$ cat src/rtl/fp_csr_pkg.sv
// Shared types and constants for the floating-point CSR sequencer:
// CSR addresses, rounding modes, request op encodings and FSM states.
package fp_csr_pkg;

    typedef enum logic [11:0] {
        CSR_FFLAGS = 12'h001,
        CSR_FRM    = 12'h002,
        CSR_FCSR   = 12'h003
    } csr_addr_e;

    typedef enum logic [2:0] {
        RM_RNE  = 3'b000,
        RM_RTZ  = 3'b001,
        RM_RDN  = 3'b010,
        RM_RUP  = 3'b011,
        RM_RMM  = 3'b100,
        RM_RSV5 = 3'b101,
        RM_RSV6 = 3'b110,
        RM_DYN  = 3'b111
    } rm_e;

    typedef enum logic [1:0] {
        OP_RW  = 2'b00,
        OP_RS  = 2'b01,
        OP_RC  = 2'b10,
        OP_ILL = 2'b11
    } req_op_e;

    typedef enum logic [2:0] {
        S_IDLE,
        S_DRAIN,
        S_READ,
        S_WRITE,
        S_RESP
    } state_e;

    // Writable bits of each FP CSR; anything outside them reads/writes as zero.
    function automatic logic [31:0] csr_mask(input logic [11:0] addr);
        case (addr)
            CSR_FFLAGS: csr_mask = 32'h0000_001F;
            CSR_FRM:    csr_mask = 32'h0000_0007;
            CSR_FCSR:   csr_mask = 32'h0000_00FF;
            default:    csr_mask = '0;
        endcase
    endfunction

    function automatic logic csr_legal(input logic [11:0] addr, input logic [1:0] op);
        csr_legal = (op != OP_ILL) &&
                    ((addr == CSR_FFLAGS) || (addr == CSR_FRM) || (addr == CSR_FCSR));
    endfunction

endpackage

$ cat src/rtl/fp_flag_merge.sv
// Registered one-cycle merge of exception flags from the FP ALU and the
// div/sqrt unit into a single accumulate pulse.
module fp_flag_merge (
    input  logic       clk_i,
    input  logic       rst_i,
    input  logic [4:0] a_flags_i,
    input  logic       a_valid_i,
    input  logic [4:0] b_flags_i,
    input  logic       b_valid_i,
    output logic [4:0] flags_o,
    output logic       valid_o
);

    logic [4:0] flags_q;
    logic       valid_q;

    always_ff @(posedge clk_i or posedge rst_i) begin
        if (rst_i) begin
            flags_q <= '0;
            valid_q <= 1'b0;
        end else begin
            valid_q <= a_valid_i | b_valid_i;
            flags_q <= (a_valid_i ? a_flags_i : 5'b0) | (b_valid_i ? b_flags_i : 5'b0);
        end
    end

    assign flags_o = flags_q;
    assign valid_o = valid_q;

endmodule

$ cat src/rtl/fp_csr_sequencer.sv
// Read-modify-write sequencer for fflags/frm/fcsr with in-flight drain, issue
// stall, flag merge and dynamic rounding-mode resolution.
// Optional: `define FP_CSR_SEQ_FS_DIRTY_EN adds the fs_dirty_set output.
module fp_csr_sequencer
    import fp_csr_pkg::*;
#(
    parameter int unsigned MAX_INFLIGHT = 7
) (
    input  logic        clock,
    input  logic        reset,
    input  logic        req_valid,
    output logic        req_ready,
    input  logic [1:0]  req_op,
    input  logic [11:0] req_addr,
    input  logic [31:0] req_wdata,
    input  logic        req_wr_suppress,
    output logic        resp_valid,
    input  logic        resp_ready,
    output logic [31:0] resp_rdata,
    output logic        resp_illegal,
    input  logic        fp_issue,
    input  logic        fp_retire,
    output logic        fp_issue_stall,
    input  logic [4:0]  fflags_a_in,
    input  logic        fflags_a_valid,
    input  logic [4:0]  fflags_b_in,
    input  logic        fflags_b_valid,
    output logic        csr_write,
    output logic [11:0] csr_addr,
    output logic [31:0] csr_wdata,
    input  logic [31:0] csr_rdata,
    output logic [4:0]  fflags_out,
    output logic        fflags_out_valid,
    input  logic [2:0]  frm_cur,
    input  logic [2:0]  inst_rm,
    output logic [2:0]  eff_rm,
    output logic        rm_illegal
`ifdef FP_CSR_SEQ_FS_DIRTY_EN
    ,
    output logic        fs_dirty_set
`endif
);

    localparam int unsigned   CW      = $clog2(MAX_INFLIGHT + 1);
    localparam logic [CW-1:0] CNT_MAX = CW'(MAX_INFLIGHT);

    state_e        state_q, state_d;
    req_op_e       op_q, op_d;
    logic [11:0]   addr_q, addr_d;
    logic [31:0]   wdata_q, wdata_d;
    logic          sup_q, sup_d;
    logic [31:0]   old_q, old_d;
    logic [CW-1:0] count_q, count_d;
    logic          csr_write_q, csr_write_d;
    logic [31:0]   csr_wdata_q, csr_wdata_d;
    logic          resp_valid_q, resp_valid_d;
    logic [31:0]   resp_rdata_q, resp_rdata_d;
    logic          resp_illegal_q, resp_illegal_d;

    logic          issue_ok, retire_ok, drained;
    logic [31:0]   new_val;

    fp_flag_merge u_flag_merge (
        .clk_i     (clock),
        .rst_i     (reset),
        .a_flags_i (fflags_a_in),
        .a_valid_i (fflags_a_valid),
        .b_flags_i (fflags_b_in),
        .b_valid_i (fflags_b_valid),
        .flags_o   (fflags_out),
        .valid_o   (fflags_out_valid)
    );

    // Retire at zero is dropped, so a same-cycle issue still counts.
    assign issue_ok  = fp_issue && (count_q != CNT_MAX);
    assign retire_ok = fp_retire && (count_q != '0);

    always_comb begin
        count_d = count_q;
        if (issue_ok && !retire_ok) begin
            count_d = count_q + CW'(1);
        end else if (retire_ok && !issue_ok) begin
            count_d = count_q - CW'(1);
        end
    end

    assign drained = (count_q == '0) && !fflags_out_valid && !fflags_a_valid && !fflags_b_valid;

    always_comb begin
        case (op_q)
            OP_RW:   new_val = wdata_q;
            OP_RS:   new_val = csr_rdata | wdata_q;
            default: new_val = csr_rdata & ~wdata_q;
        endcase
    end

    always_comb begin
        state_d        = state_q;
        op_d           = op_q;
        addr_d         = addr_q;
        wdata_d        = wdata_q;
        sup_d          = sup_q;
        old_d          = old_q;
        csr_write_d    = 1'b0;
        csr_wdata_d    = '0;
        resp_valid_d   = resp_valid_q;
        resp_rdata_d   = resp_rdata_q;
        resp_illegal_d = resp_illegal_q;
        case (state_q)
            S_IDLE: begin
                if (req_valid) begin
                    op_d    = req_op_e'(req_op);
                    addr_d  = req_addr;
                    wdata_d = req_wdata;
                    sup_d   = req_wr_suppress;
                    if (!csr_legal(req_addr, req_op)) begin
                        state_d        = S_RESP;
                        resp_valid_d   = 1'b1;
                        resp_illegal_d = 1'b1;
                        resp_rdata_d   = '0;
                    end else begin
                        state_d = S_DRAIN;
                    end
                end
            end
            S_DRAIN: begin
                if (drained) begin
                    state_d = S_READ;
                end
            end
            // Write data and strobe are registered here so they appear during WRITE.
            S_READ: begin
                old_d       = csr_rdata;
                csr_wdata_d = new_val & csr_mask(addr_q);
                csr_write_d = (op_q == OP_RW) || !sup_q;
                state_d     = S_WRITE;
            end
            S_WRITE: begin
                state_d        = S_RESP;
                resp_valid_d   = 1'b1;
                resp_illegal_d = 1'b0;
                resp_rdata_d   = old_q;
            end
            S_RESP: begin
                if (resp_ready) begin
                    state_d        = S_IDLE;
                    resp_valid_d   = 1'b0;
                    resp_illegal_d = 1'b0;
                    resp_rdata_d   = '0;
                end
            end
            default: state_d = S_IDLE;
        endcase
    end

    always_ff @(posedge clock or posedge reset) begin
        if (reset) begin
            state_q        <= S_IDLE;
            op_q           <= OP_RW;
            addr_q         <= '0;
            wdata_q        <= '0;
            sup_q          <= 1'b0;
            old_q          <= '0;
            count_q        <= '0;
            csr_write_q    <= 1'b0;
            csr_wdata_q    <= '0;
            resp_valid_q   <= 1'b0;
            resp_rdata_q   <= '0;
            resp_illegal_q <= 1'b0;
        end else begin
            state_q        <= state_d;
            op_q           <= op_d;
            addr_q         <= addr_d;
            wdata_q        <= wdata_d;
            sup_q          <= sup_d;
            old_q          <= old_d;
            count_q        <= count_d;
            csr_write_q    <= csr_write_d;
            csr_wdata_q    <= csr_wdata_d;
            resp_valid_q   <= resp_valid_d;
            resp_rdata_q   <= resp_rdata_d;
            resp_illegal_q <= resp_illegal_d;
        end
    end

    assign req_ready      = (state_q == S_IDLE);
    assign fp_issue_stall = (state_q != S_IDLE) || (count_q == CNT_MAX);
    assign csr_addr       = ((state_q == S_DRAIN) || (state_q == S_READ) || (state_q == S_WRITE))
                            ? addr_q : 12'h000;
    assign csr_write      = csr_write_q;
    assign csr_wdata      = csr_wdata_q;
    assign resp_valid     = resp_valid_q;
    assign resp_rdata     = resp_rdata_q;
    assign resp_illegal   = resp_illegal_q;

    assign eff_rm     = (inst_rm == RM_DYN) ? frm_cur : inst_rm;
    assign rm_illegal = (eff_rm == RM_RSV5) || (eff_rm == RM_RSV6) || (eff_rm == RM_DYN);

`ifdef FP_CSR_SEQ_FS_DIRTY_EN
    assign fs_dirty_set = csr_write_q | (fflags_out_valid & (|fflags_out));
`endif

endmodule

$ cat config.mk
export PLATFORM = sky130hd
export DESIGN_NAME = fp_csr_sequencer
export DESIGN_NICKNAME = d
export VERILOG_FILES = /design/src/rtl/fp_csr_pkg.sv /design/src/rtl/fp_flag_merge.sv /design/src/rtl/fp_csr_sequencer.sv
export SDC_FILE = /design/constraint.sdc
export NUM_CORES = 1
export LEC_CHECK = 0
export CAP_MARGIN = 20
export CELL_PAD_IN_SITES_DETAIL_PLACEMENT = 1
export CELL_PAD_IN_SITES_GLOBAL_PLACEMENT = 1
export CORE_MARGIN = 2
export CORE_UTILIZATION = 32
export DETAILED_ROUTE_END_ITERATION = 16
export GPL_TIMING_DRIVEN = 1
export PLACE_DENSITY_LB_ADDON = 0.05
export SLEW_MARGIN = 25
export SYNTH_ARGS = -nofsm -noshare
export SYNTH_HDL_FRONTEND = slang
export SYNTH_SLANG_ARGS = --single-unit
$ cat constraint.sdc
create_clock -name clock -period 4.25 [get_ports clock]
set_input_delay 0.425 -clock clock [delete_from_list [all_inputs] [get_ports clock]]
set_output_delay 0.425 -clock clock [all_outputs]
set_load 0.02 [all_outputs]
==> impl_summary.md, run 1 <==
STA
The worst hold slack after final layout is 0.455 ns. The number of hold-slack violations in the final timing report is 0. The number of max-slew violations in the final report is 0. Summed over all failing endpoints, the final setup total negative slack is 0 ns. For the final database, setup skew stands at 0.00532 ns. The actual slew at the worst max-slew pin is 1.00 ns. Setup repair after global routing left no endpoint under its margin. After layout, the minimum clock period comes to 2.71 ns. The final worst slack is 1.54 ns.

The highest attainable clock frequency is 0.370 GHz. In the finished design, the share of the clock period the worst path needs comes to 63.7%. Measured against its own limit, the worst slew margin works out to 33.2%.

The final-report setup violation count is 0.

Worst hold path
The path category of the worst min-delay check is reg -> reg.

Floorplanning
The standard-cell row count is 44. The total die area is 15,500 um2. From left edge to right edge, the die measures 124 um. During I/O placement, the number of pins put on the boundary was 194. The core region is 14,400 um2.

The effective utilization at floorplan is 32.3%. The vertical extent of the die is 124 um.

Cells and area
The final standard cell area without fillers is 6450 um2. Summing all flip-flop and latch instances after layout gives 2750 um2. The number of fill cells in the layout is 1,510.

In the final design database the tool counted 587 nets. The layout-stage area growth over the synthesis result is 38.9%. The repair_antennas step left the layout with diodes totalling 0.

The post-route netlist has 18.3% of its cells at a drive strength greater than 1. Summing all multi-input logic gate instances after layout gives 1690 um2.

Placement
Port buffering added 145 buffers. The placer congestion estimate is 0.696. The wire-length estimate of the detail-placed layout is 8.06 mm. The placement-stage worst setup slack is 1.27 ns. The post-placement cell area is 6170 um2.

Worst setup path
For the worst setup path, the data required time is 3.83 ns. In this run the number of cells on the critical path is 3. The critical path ends at csr_addr[8]. For this design, the slowest cell found on the critical path is clkdlybuf4s50_1. The category of the worst setup path capture point is a primary output.

The reg-to-reg critical path startpoint is state_q[2]. The launching instance or port of the critical path is state_q[2]. The endpoint identified for the worst register-to-register timing path is old_q[18]. Traced cell by cell, the critical path runs through nor2_1 -> and2_1 -> clkdlybuf4s50_1. The setup check on the worst reg-to-reg path leaves a slack of 1.84 ns. Measured in cells, the most critical reg-to-reg path has a length of 3. The number of buffers and inverters on the critical path is 1.

Of all nets on the critical path, the largest fanout is 11. The type of origin of the critical path is a register. By startpoint and endpoint, the worst setup path is classified as reg -> out. At the worst endpoint, the arrival time is 2.28 ns. Among cell families on the critical path, the largest total delay comes from simple AND/OR/NAND/NOR gates. The largest single stage delay on the critical path is 0.61 ns.

Routing
The DRC marker count from the first detailed-route iteration is 150. Before antenna repair, the detailed router went through 4 iterations. The average wire per standard cell is 17.3 um. In the routed design, unresolved DRC markers number 0. The count of nets left with antenna violations once routing finished came out at 0.

The total number of vias is 3,126. Dividing the detail-routed via count by the number of cells gives 4.66. The routed wire length is 11.6 mm.

Yosys
The netlist area before placement is 4650 um2. The average instance in the mapped netlist occupies 13.7 um2. The Yosys step of the flow raised 0 warnings.

Synthesis produced a netlist whose cell count is 338. Summed over all instances, the cell type with the most area after synthesis is dfrtp_1. After synthesis, flip-flops and latches occupy 59.3% of the total area.

The number of distinct standard cells referenced by the synthesized netlist is 44. Of the post-synthesis cell area, the dominant cell type holds 59.3%. By area the synthesized netlist is led by dfrtp_1 59%, mux2_2 14%, a22o_1 7.2%. The post-synthesis sequential element count is 110.

Clocking
Counting the buffers created by CTS gives 9. The clock tree from TritonCTS is built. The count of H-tree levels built during CTS is 3. The clock-pin slew of the registers on the worst-case setup and hold paths is 0.07 ns. At the later pin of the worst-skew pair, clock insertion delay measures 0.35 ns.

The number of hold buffers added after CTS is 0. The count of buffers added by post-CTS timing repair for setup is 0. The buffer depth of the longest clock path is 2. Clock tree synthesis selected as its root buffer the cell clkbuf_16. In this run, post-CTS repair resized a total of 0 instances. The TritonCTS sink count is 110.

Power
The worst ir drop on vdd is 0.198 mV. The static leakage is 2.89 nW. The total power consumption of the routed design is 0.00240 W. Power spread over the standard cell area amounts to 371 nW/um2.

Run
The number of max-cap violations is 0.

Global routing
The number of global-route vias before repair is 3,375. In the global route stage, overall resource usage came out at 15.5%. The wire length of the first global-routing pass is 18.6 mm.

The initial antenna violation count was 0. Entering global routing, the biggest net connects 73 pins. For this run the aggregate overflow at the end of global routing stands at 0.

Status
The flow ran to the end, and the final reports show no timing, DRC or antenna violations.
[cells in the final DEF (no fill, tap or decap), types with 3 or more instances in the layout]
master,netlist,layout
a22o_1,38,38
and2_1,12,12
and3_1,4,4
buf_4,24,4
clkbuf_16,0,9
clkdlybuf4s50_1,0,145
conb_1,1,24
dfrtp_1,110,110
inv_1,4,3
mux2_2,59,59
mux2i_1,3,3
nand2_1,16,16
nor2_1,7,6
nor3_1,6,6
nor4_1,3,3
o21a_1,4,4
[cells by family after synthesis]
kind of cell    count (synthesis)  synth area share [%]
flops                         110                  59.3
mux                            63                  15.2
simple gates                   62                  7.81
compound gates                 54                  10.0
buf+inv                        43                  6.36
xor+xnor                        3                 0.566
fa+ha+maj                       2                 0.700
other cells                     1                0.0807
[report_power, final]
| group | total [W] | internal [W] | switching, W |
|---|---|---|---|
| clock network | 0.000801 | 0.000430 | 0.000371 |
| logic | 0.000404 | 0.000213 | 0.000191 |
| registers | 0.00119 | 0.00112 | 0.0000689 |
[per-stage QoR]
step / cells / utilization, %
6_report: 671 / 44.9
5_1_grt: 671 / 44.9
4_1_cts: 671 / 44.9
3_5_place_dp: 655 / 43.0
3_3_place_gp: 655 / 43.0
2_1_floorplan: 361 / -
[cell usage after synthesis (all sizes together)]
master / instances
a21boi: 1
nor2b: 1
or4b: 1
inv: 4
fa: 1
nand3: 1
a21bo: 1
nor3: 6
a21oi: 3
or3b: 2
mux2i: 3
nand4: 1
a31oi: 1
or2: 2
o21ai: 2
o22ai: 1
o2111ai: 1
nor4: 4
buf: 34
nand2b: 1
and2: 12
o21a: 4
dfrtp: 110
nor2: 8
o31ai: 1
nand2: 16
xnor2: 1
conb: 1
or3: 2
clkbuf: 5
ha: 1
a22o: 38
a211oi: 1
xor2: 2
and3: 4
mux2: 60
nor3b: 1
[routing by layer]
layer,global-route usage [%],wire length (um),vias up
met3,5.28,621,10
met5,0,0,-
met2,24.3,5530,96
met4,3.57,106,0
li1,-,-,1441
met1,20.7,5330,1579
[how the worst min path moves through the flow]
stage          startpoint        end  slack (ns)  depth (start not counted)
2_1_floorplan       sup_q  csr_write        0.43                          1
3_3_place_gp        sup_q  csr_write        0.45                          1
3_5_place_dp        sup_q  csr_write        0.45                          1
4_1_cts             sup_q  csr_write        0.46                          1
5_1_grt             sup_q  csr_write        0.50                          1
6_report            sup_q  csr_write        0.46                          1
[area by class of cell]
class / count / area share (%)
Timing Repair Buffer: 149 / 23.0
Tap cell: 184 / 3.57
Clock buffer: 13 / 4.03
Clock inverter: 3 / 0.291
Inverter: 4 / 0.271
Sequential cell: 110 / 42.7
Multi-Input combinational cell: 208 / 26.2
[state kept, by name, indices dropped and copies added (netlist names)]
| signal | flops |
|---|---|
| old_q | 32 |
| resp_rdata | 32 |
| addr_q | 12 |
| csr_wdata | 8 |
| wdata_q | 8 |
| u_flag_merge.flags_o | 5 |
| count_q | 3 |
| state_q | 3 |
| op_q | 2 |
| csr_write | 1 |
| resp_illegal | 1 |
| resp_valid | 1 |
| sup_q | 1 |
| u_flag_merge.valid_o | 1 |
Power figures use the tool's default switching activity.
==> run 2, diff against run 1 <==
==> constraint.sdc (replaced) <==
create_clock -name clock -period 2.6 [get_ports clock]
set_input_delay 0.26 -clock clock [delete_from_list [all_inputs] [get_ports clock]]
set_output_delay 0.26 -clock clock [all_outputs]
set_load 0.02 [all_outputs]
==> run 2 against run 1 <==
Against the previous run:
- utilization rose by 0.58 points
- clock skew is essentially flat
- via count increased by 0.70%
- global-route usage about the same
- first-iteration DRC count down 27%
- power is 69% higher
- register-to-register slack got worse by 1.3 ns
- hold slack got worse by 0.033 ns
- non-clock buffer count increased by 5
- sequential share of layout area shrank 0.55 points
==> impl_summary.md, run 2 (synthesized netlist as in run 1, its figures left out) <==
Clocking
The number of hold buffers added after CTS is 0 (unchanged). The number of gates resized after CTS is 0 (unchanged). The clock-pin slew of the registers on the worst-case setup and hold paths is 0.07 ns (about the same). The TritonCTS sink count is 110 (unchanged). TritonCTS built the clock tree. The buffer depth of the longest clock path is 2 (unchanged). The total CTS buffers is 9 (unchanged). The later-pin clock latency in the skew report is 0.35 ns (about the same). The count of H-tree levels built during CTS is 3 (unchanged).

The clock tree root driver cell is clkbuf_16. The count of buffers added by post-CTS timing repair for setup is 0 (unchanged).

STA
The final-report setup violation count is 0 (unchanged). The number of max-slew violations in the final report is 0 (unchanged). The worst hold slack after final layout came to 0.422 ns (-0.0327 ns). Setup repair after global routing left no endpoint under its margin. The minimum clock period is 2.32 ns. The setup TNS is 0 ns (unchanged).

The final cycle utilization of the critical path is 89.1%. The worst-case headroom to the max-slew limit came to 59.7% (+27 points). The number of hold-slack violations in the final timing report is 0 (unchanged).

The final setup skew is 0.00491 ns (-0.000411 ns). The actual slew at the worst max-slew pin came to 0.604 ns (-0.397 ns). The highest attainable clock frequency is 0.432 GHz.

Cells and area
The layout net count came to 592 (+0.85%). The non-filler instance count after layout came to 676 (+0.75%). The top cell types in the final layout, fill and taps aside, are 145 x clkdlybuf4s50_1, 110 x dfrtp_1, 59 x mux2_2. The layout-stage area growth over the synthesis result is 40.7%.

The footprint of the multi-input gates came to 1690 um2 (unchanged). The utilization after layout is 45.5% (+0.58 points). Leaving out fill and tap cells, the most frequent cell in the layout is clkdlybuf4s50_1. The total inserted antenna cells is 0 (unchanged). The sequential cell area in the final layout was 2750 um2 (unchanged). The number of fill cells in the layout came to 1,498 (-0.79%). The fraction of layout cells with a size suffix above 1 was 19.5% (+1.2 points).

Routing
The wire length on met2 is 5.54 mm (about the same). The DRC marker count from the first detailed-route iteration is 109 (-27%). The DRC violations left is 0 (unchanged).

The via count normalized by instance count is 4.66 (about the same). The first-pass iteration count of the detailed router came to 4 (unchanged). The average wire per standard cell came to 17.2 um (-0.58%). The met1 layer wirelength in the final routing came to 5.33 mm (about the same). The residual antenna-violating net count after detailed routing is 0 (unchanged). The total number of vias is 3,148 (+0.70%).

Routed signal wires occupy layers up through met4. The routed length on met3 is 540 um (-13%). The routed wire length is 11.6 mm (+0.16%).

Floorplanning
The number of primary I/O pins was 194 (unchanged). The total die area is 15,500 um2 (unchanged). The effective utilization at floorplan is 32.3% (unchanged). The vertical extent of the die is 124 um (unchanged). The standard-cell row count is 44 (unchanged). The core area is 14,400 um2 (unchanged). The chip width is 124 um (unchanged).

Worst setup path
In this design, the largest share of critical-path delay is due to buffers and inverters. The highest cell delay on the worst timing path came to 0.61 ns (about the same). STA classifies the critical path endpoint as a primary output.

The arrival time of the worst setup path is 2.06 ns (-0.22 ns). The worst setup path is of the reg -> out kind. The setup slack on the worst flop-to-flop path is 0.55 ns (-1.29 ns). The required time of the worst setup path came to 2.34 ns (-1.49 ns).

Traced cell by cell, the critical path runs through or3_1 -> inv_1 -> clkdlybuf4s50_1. The biggest fanout along the worst timing path came to 6 (-5). The worst path buffer plus inverter count was 2 (+1). Among all stages on the critical path, the largest delay is contributed by clkdlybuf4s50_1. The type of origin of the critical path is a register.

Power
The worst ir drop on vdd was 0.278 mV (+40%). The switching power summed over all nets is 0.00110 W (+73%). The static leakage is 2.92 nW (+1.3%). The power per cell area came to 618 nW/um2 (+67%).

The internal power contribution is 0.00295 W (+67%). The fraction of power consumed by sequential logic came to 48.1% (-1.6 points). The part of the power in combinational logic came to 17.0% (about the same). The switching power share of the total is 27.1% (+0.73 points). The clock share of power came to 35.0% (+1.6 points).

Global routing
The wire length of the first global-routing pass came to 18.8 mm (+0.89%). The overall track demand over capacity in global routing is 15.5% (about the same). The number of global-route vias before repair is 3,386 (+0.33%). The initial antenna violation count is 0 (unchanged). The largest net degree at the start of global routing is 111 (+52%).

The overall overflow remaining after global route is 0 (unchanged).

Placement
The port buffer count is 145 (unchanged). The number of cells in the design after placement was 660 (+0.76%). The placer congestion estimate is 0.694 (-0.33%).

The half-perimeter wire length of the detailed placement result is 7.96 mm (-1.2%).

Run
The number of max-cap violations is 0 (unchanged).

Worst hold path
The path category of the worst min-delay check is in -> async.

Status
The run finished with clean final reports.
run 2: final cells by class:
type / count / share of cell area (%)
well taps: 184 / 3.52
repair buffers: 154 / 23.6
multi-input cells: 208 / 25.9
clock buffers: 9 / 3.45
inverters: 4 / 0.287
clock inverters: 7 / 1.13
flip-flops and latches: 110 / 42.1
run 2: final timing paths:
check,from,to,depth (start not counted)
min in group clock,sup_q,csr_write,1
worst max register to register,count_q[2],count_q[2],8
max in group asynchronous,reset,old_q[28],3
worst min register to register,sup_q,csr_write,1
worst max-delay path,state_q[2],req_ready,3
worst min-delay path,reset,old_q[8],3
run 2: per-layer routing:
metal  up-vias  global-route usage (%)
met5         -                       0
met4         0                    5.95
met3        11                    3.69
met2        89                    24.3
met1      1590                    20.7
li1       1458                       -
run 2: worst reg2reg max path, cell delays in order, from the launching register on:
cell and delay, ns:
dfrtp_1 0.41, or3_1 0.43, nand2_1 0.09, ha_1 0.17, inv_1 0.07, fa_1 0.39
xor2_1 0.16, nor2_1 0.12, xor2_1 0.15
run 2: power groups by stage:
| stage | logic [W] | clock network (W) | registers [W] |
|---|---|---|---|
| 4_1_cts | 0.000701 | 0.00146 | 0.00195 |
| 5_1_grt | 0.000748 | 0.00153 | 0.00197 |
| 3_3_place_gp | 0.000675 | 0 | 0.00197 |
| 2_1_floorplan | 0.000448 | 0 | 0.00195 |
| 6_report | 0.000685 | 0.00141 | 0.00194 |
| 3_5_place_dp | 0.000698 | 0 | 0.00198 |
run 2: per-stage QoR:
stage	setup slack, ns	cell area, um2	total power, W
finish	0.285	6540	0.00404
global route	0.179	6540	0.00424
CTS	0.268	6540	0.00411
detailed placement	0.331	6240	0.00268
global placement	0.366	6240	0.00265
floorplan	0.718	4740	0.00240
==> run 3, diff against run 2 <==
--- a/config.mk
+++ b/config.mk
@@ -8,7 +8,7 @@
 export CAP_MARGIN = 20
 export CELL_PAD_IN_SITES_DETAIL_PLACEMENT = 1
 export CELL_PAD_IN_SITES_GLOBAL_PLACEMENT = 1
-export CORE_MARGIN = 2
+export CORE_MARGIN = 5
 export CORE_UTILIZATION = 32
 export DETAILED_ROUTE_END_ITERATION = 16
 export GPL_TIMING_DRIVEN = 1
==> run 3 against run 2 <==
Against the previous run:
- critical path depth rose by 2
- clock power barely moved
- first-iteration DRC count shrank 21%
- combinational power about the same
- setup slack improved by 0.022 ns
- critical endpoint is now csr_addr[9]
- largest power group unchanged
==> impl_summary.md, run 3 (synthesized netlist as in run 1, its figures left out) <==
Clocking
The TritonCTS sink count is 110 (unchanged). TritonCTS built the clock tree. The clock-pin slew of the registers on the worst-case setup and hold paths is 0.07 ns (about the same). The count of H-tree levels built during CTS is 3 (unchanged).

The later-pin clock latency in the skew report is 0.35 ns (about the same). The number of gates resized after CTS came to 0 (unchanged). The number of hold buffers added after CTS is 0 (unchanged). The clock tree root driver cell is clkbuf_16. The buffer depth of the longest clock path is 2 (unchanged). The total CTS buffers was 9 (unchanged). The count of buffers added by post-CTS timing repair for setup came to 0 (unchanged).

Global routing
The wire length of the first global-routing pass is 19.1 mm (+1.5%). The overall overflow remaining after global route is 0 (unchanged). The number of global-route vias before repair was 3,483 (+2.9%). The overall track demand over capacity in global routing is 14.6% (-0.89 points).

The largest net degree at the start of global routing is 49 (-56%). The initial antenna violation count came to 0 (unchanged).

Floorplanning
The core area is 14,400 um2 (unchanged). The number of primary I/O pins came to 194 (unchanged). The effective utilization at floorplan is 32.3% (unchanged).

The chip width is 130 um (+4.8%). The vertical extent of the die is 130 um (+4.8%). The total die area was 17,000 um2 (+9.9%). The standard-cell row count is 44 (unchanged).

Power
The static leakage is 2.93 nW (about the same). The worst ir drop on vdd is 0.378 mV (+36%). The power per cell area was 618 nW/um2 (about the same).

Cells and area
The final standard cell area without fillers was 6550 um2 (+0.15%). From synthesis to final layout, the design area changed by 40.9%. Leaving out fill and tap cells, the most frequent cells in the layout are 145 x clkdlybuf4s50_1, 110 x dfrtp_1, 59 x mux2_2. The number of fill cells in the layout came to 1,485 (-0.87%). The library cell used most frequently in the layout, excluding fill and tap cells, is clkdlybuf4s50_1. The sequential cell area in the final layout is 2750 um2 (unchanged). The fraction of layout cells with a size suffix above 1 is 19.2% (-0.33 points). The layout net count is 591 (-0.17%). The non-filler instance count after layout was 674 (-0.30%). The footprint of the multi-input gates is 1690 um2 (unchanged). The total inserted antenna cells is 0 (unchanged). The utilization after layout was 45.6% (+0.070 points).

Routing
The first-pass iteration count of the detailed router is 4 (unchanged). The total number of vias came to 3,153 (+0.16%). The residual antenna-violating net count after detailed routing is 0 (unchanged). The DRC marker count from the first detailed-route iteration is 86 (-21%).

The DRC violations left is 0 (unchanged). The average wire per standard cell came to 18.1 um (+5.5%). The via count normalized by instance count is 4.68 (+0.46%).

The routed wire length is 12.2 mm (+5.2%).

Worst setup path
The arrival time of the worst setup path is 2.03 ns (-0.03 ns). The endpoint of the lowest-slack register-to-register path is count_q[2]. By startpoint and endpoint, the worst setup path is classified as reg -> out. The most critical setup path has its endpoint at csr_addr[9].

The number of cells traversed by the worst register-to-register path is 8 (unchanged). The type of origin of the critical path is a register. The required time of the worst setup path is 2.34 ns (about the same). The launching instance or port of the critical path is state_q[0]. The biggest fanout along the worst timing path is 11 (+5). In this run the critical register-to-register path is launched from count_q[2]. STA classifies the critical path endpoint as a primary output.

The setup slack on the worst flop-to-flop path is 0.56 ns (about the same).

Run
The number of max-cap violations is 0 (unchanged).

STA
The number of max-slew violations in the final report is 0 (unchanged). The final cycle utilization of the critical path came to 88.2% (-0.86 points). Setup repair after global routing left no endpoint under its margin. The setup TNS is 0 ns (unchanged). The actual slew at the worst max-slew pin was 0.638 ns (+0.0342 ns). The highest attainable clock frequency is 0.436 GHz (+0.97%). The number of hold-slack violations in the final timing report was 0 (unchanged). The worst-case headroom to the max-slew limit is 57.4% (-2.4 points). The final setup skew is 0.00875 ns (+0.00384 ns).

The minimum clock period came to 2.29 ns (-0.0223 ns). The final-report setup violation count was 0 (unchanged).

Placement
The post-placement cell area was 6240 um2 (about the same). The half-perimeter wire length of the detailed placement result came to 8.75 mm (+9.8%). The port buffer count is 145 (unchanged). The placer congestion estimate came to 0.681 (-1.8%). The number of cells in the design after placement was 659 (-0.15%).

Worst hold path
The tightest min-delay check is of the in -> async type.

Status
The flow ran to the end, and the final reports show no timing, DRC or antenna violations.
## run 3: through the flow
stage	power, W	hold slack (ns)	worst slack [ns]
finish	0.00405	0.274	0.307
global route	0.00428	0.286	0.147
CTS	0.00414	0.270	0.257
detailed placement	0.00268	0.451	0.251
global placement	0.00265	0.447	0.309
floorplan	0.00240	0.367	0.718
## run 3: power by group
part | internal, W | leakage [nW] | switching, W
Combinational | 0.000363 | 1.32 | 0.000322
Sequential | 0.00183 | 1.46 | 0.000107
Clock | 0.000763 | 0.150 | 0.000660
## run 3: how the worst min path moves through the flow
stage                    end  cells after the start
2_1_floorplan     state_q[2]                      1
3_3_place_gp       csr_write                      1
3_5_place_dp       csr_write                      1
4_1_cts             old_q[9]                      2
5_1_grt             old_q[9]                      2
6_report       resp_rdata[5]                      2
## run 3: layout make-up
| class | count | share of cell area, % |
|---|---|---|
| tap | 184 | 3.52 |
| timing repair buffer | 153 | 23.7 |
| sequential | 110 | 42.0 |
| clock buffer | 9 | 3.44 |
| clock inverter | 6 | 1.20 |
| inverter | 4 | 0.287 |
| multi-input combinational | 208 | 25.8 |
## run 3: critical path, stage by stage (launching register included)
cell             delay, ns
dfrtp_1               0.48
nor2_1                0.26
nor2_1                0.07
buf_4                 0.17
and2_1                0.16
clkdlybuf4s50_1       0.53
## run 3: per-layer routing
metal,vias up,share of wire (%),global-route usage (%)
met1,1596,42,18.5
li1,1456,-,-
met5,-,0,0
met4,0,1.1,3.33
met2,90,51,24.3
met3,11,6.6,4.76
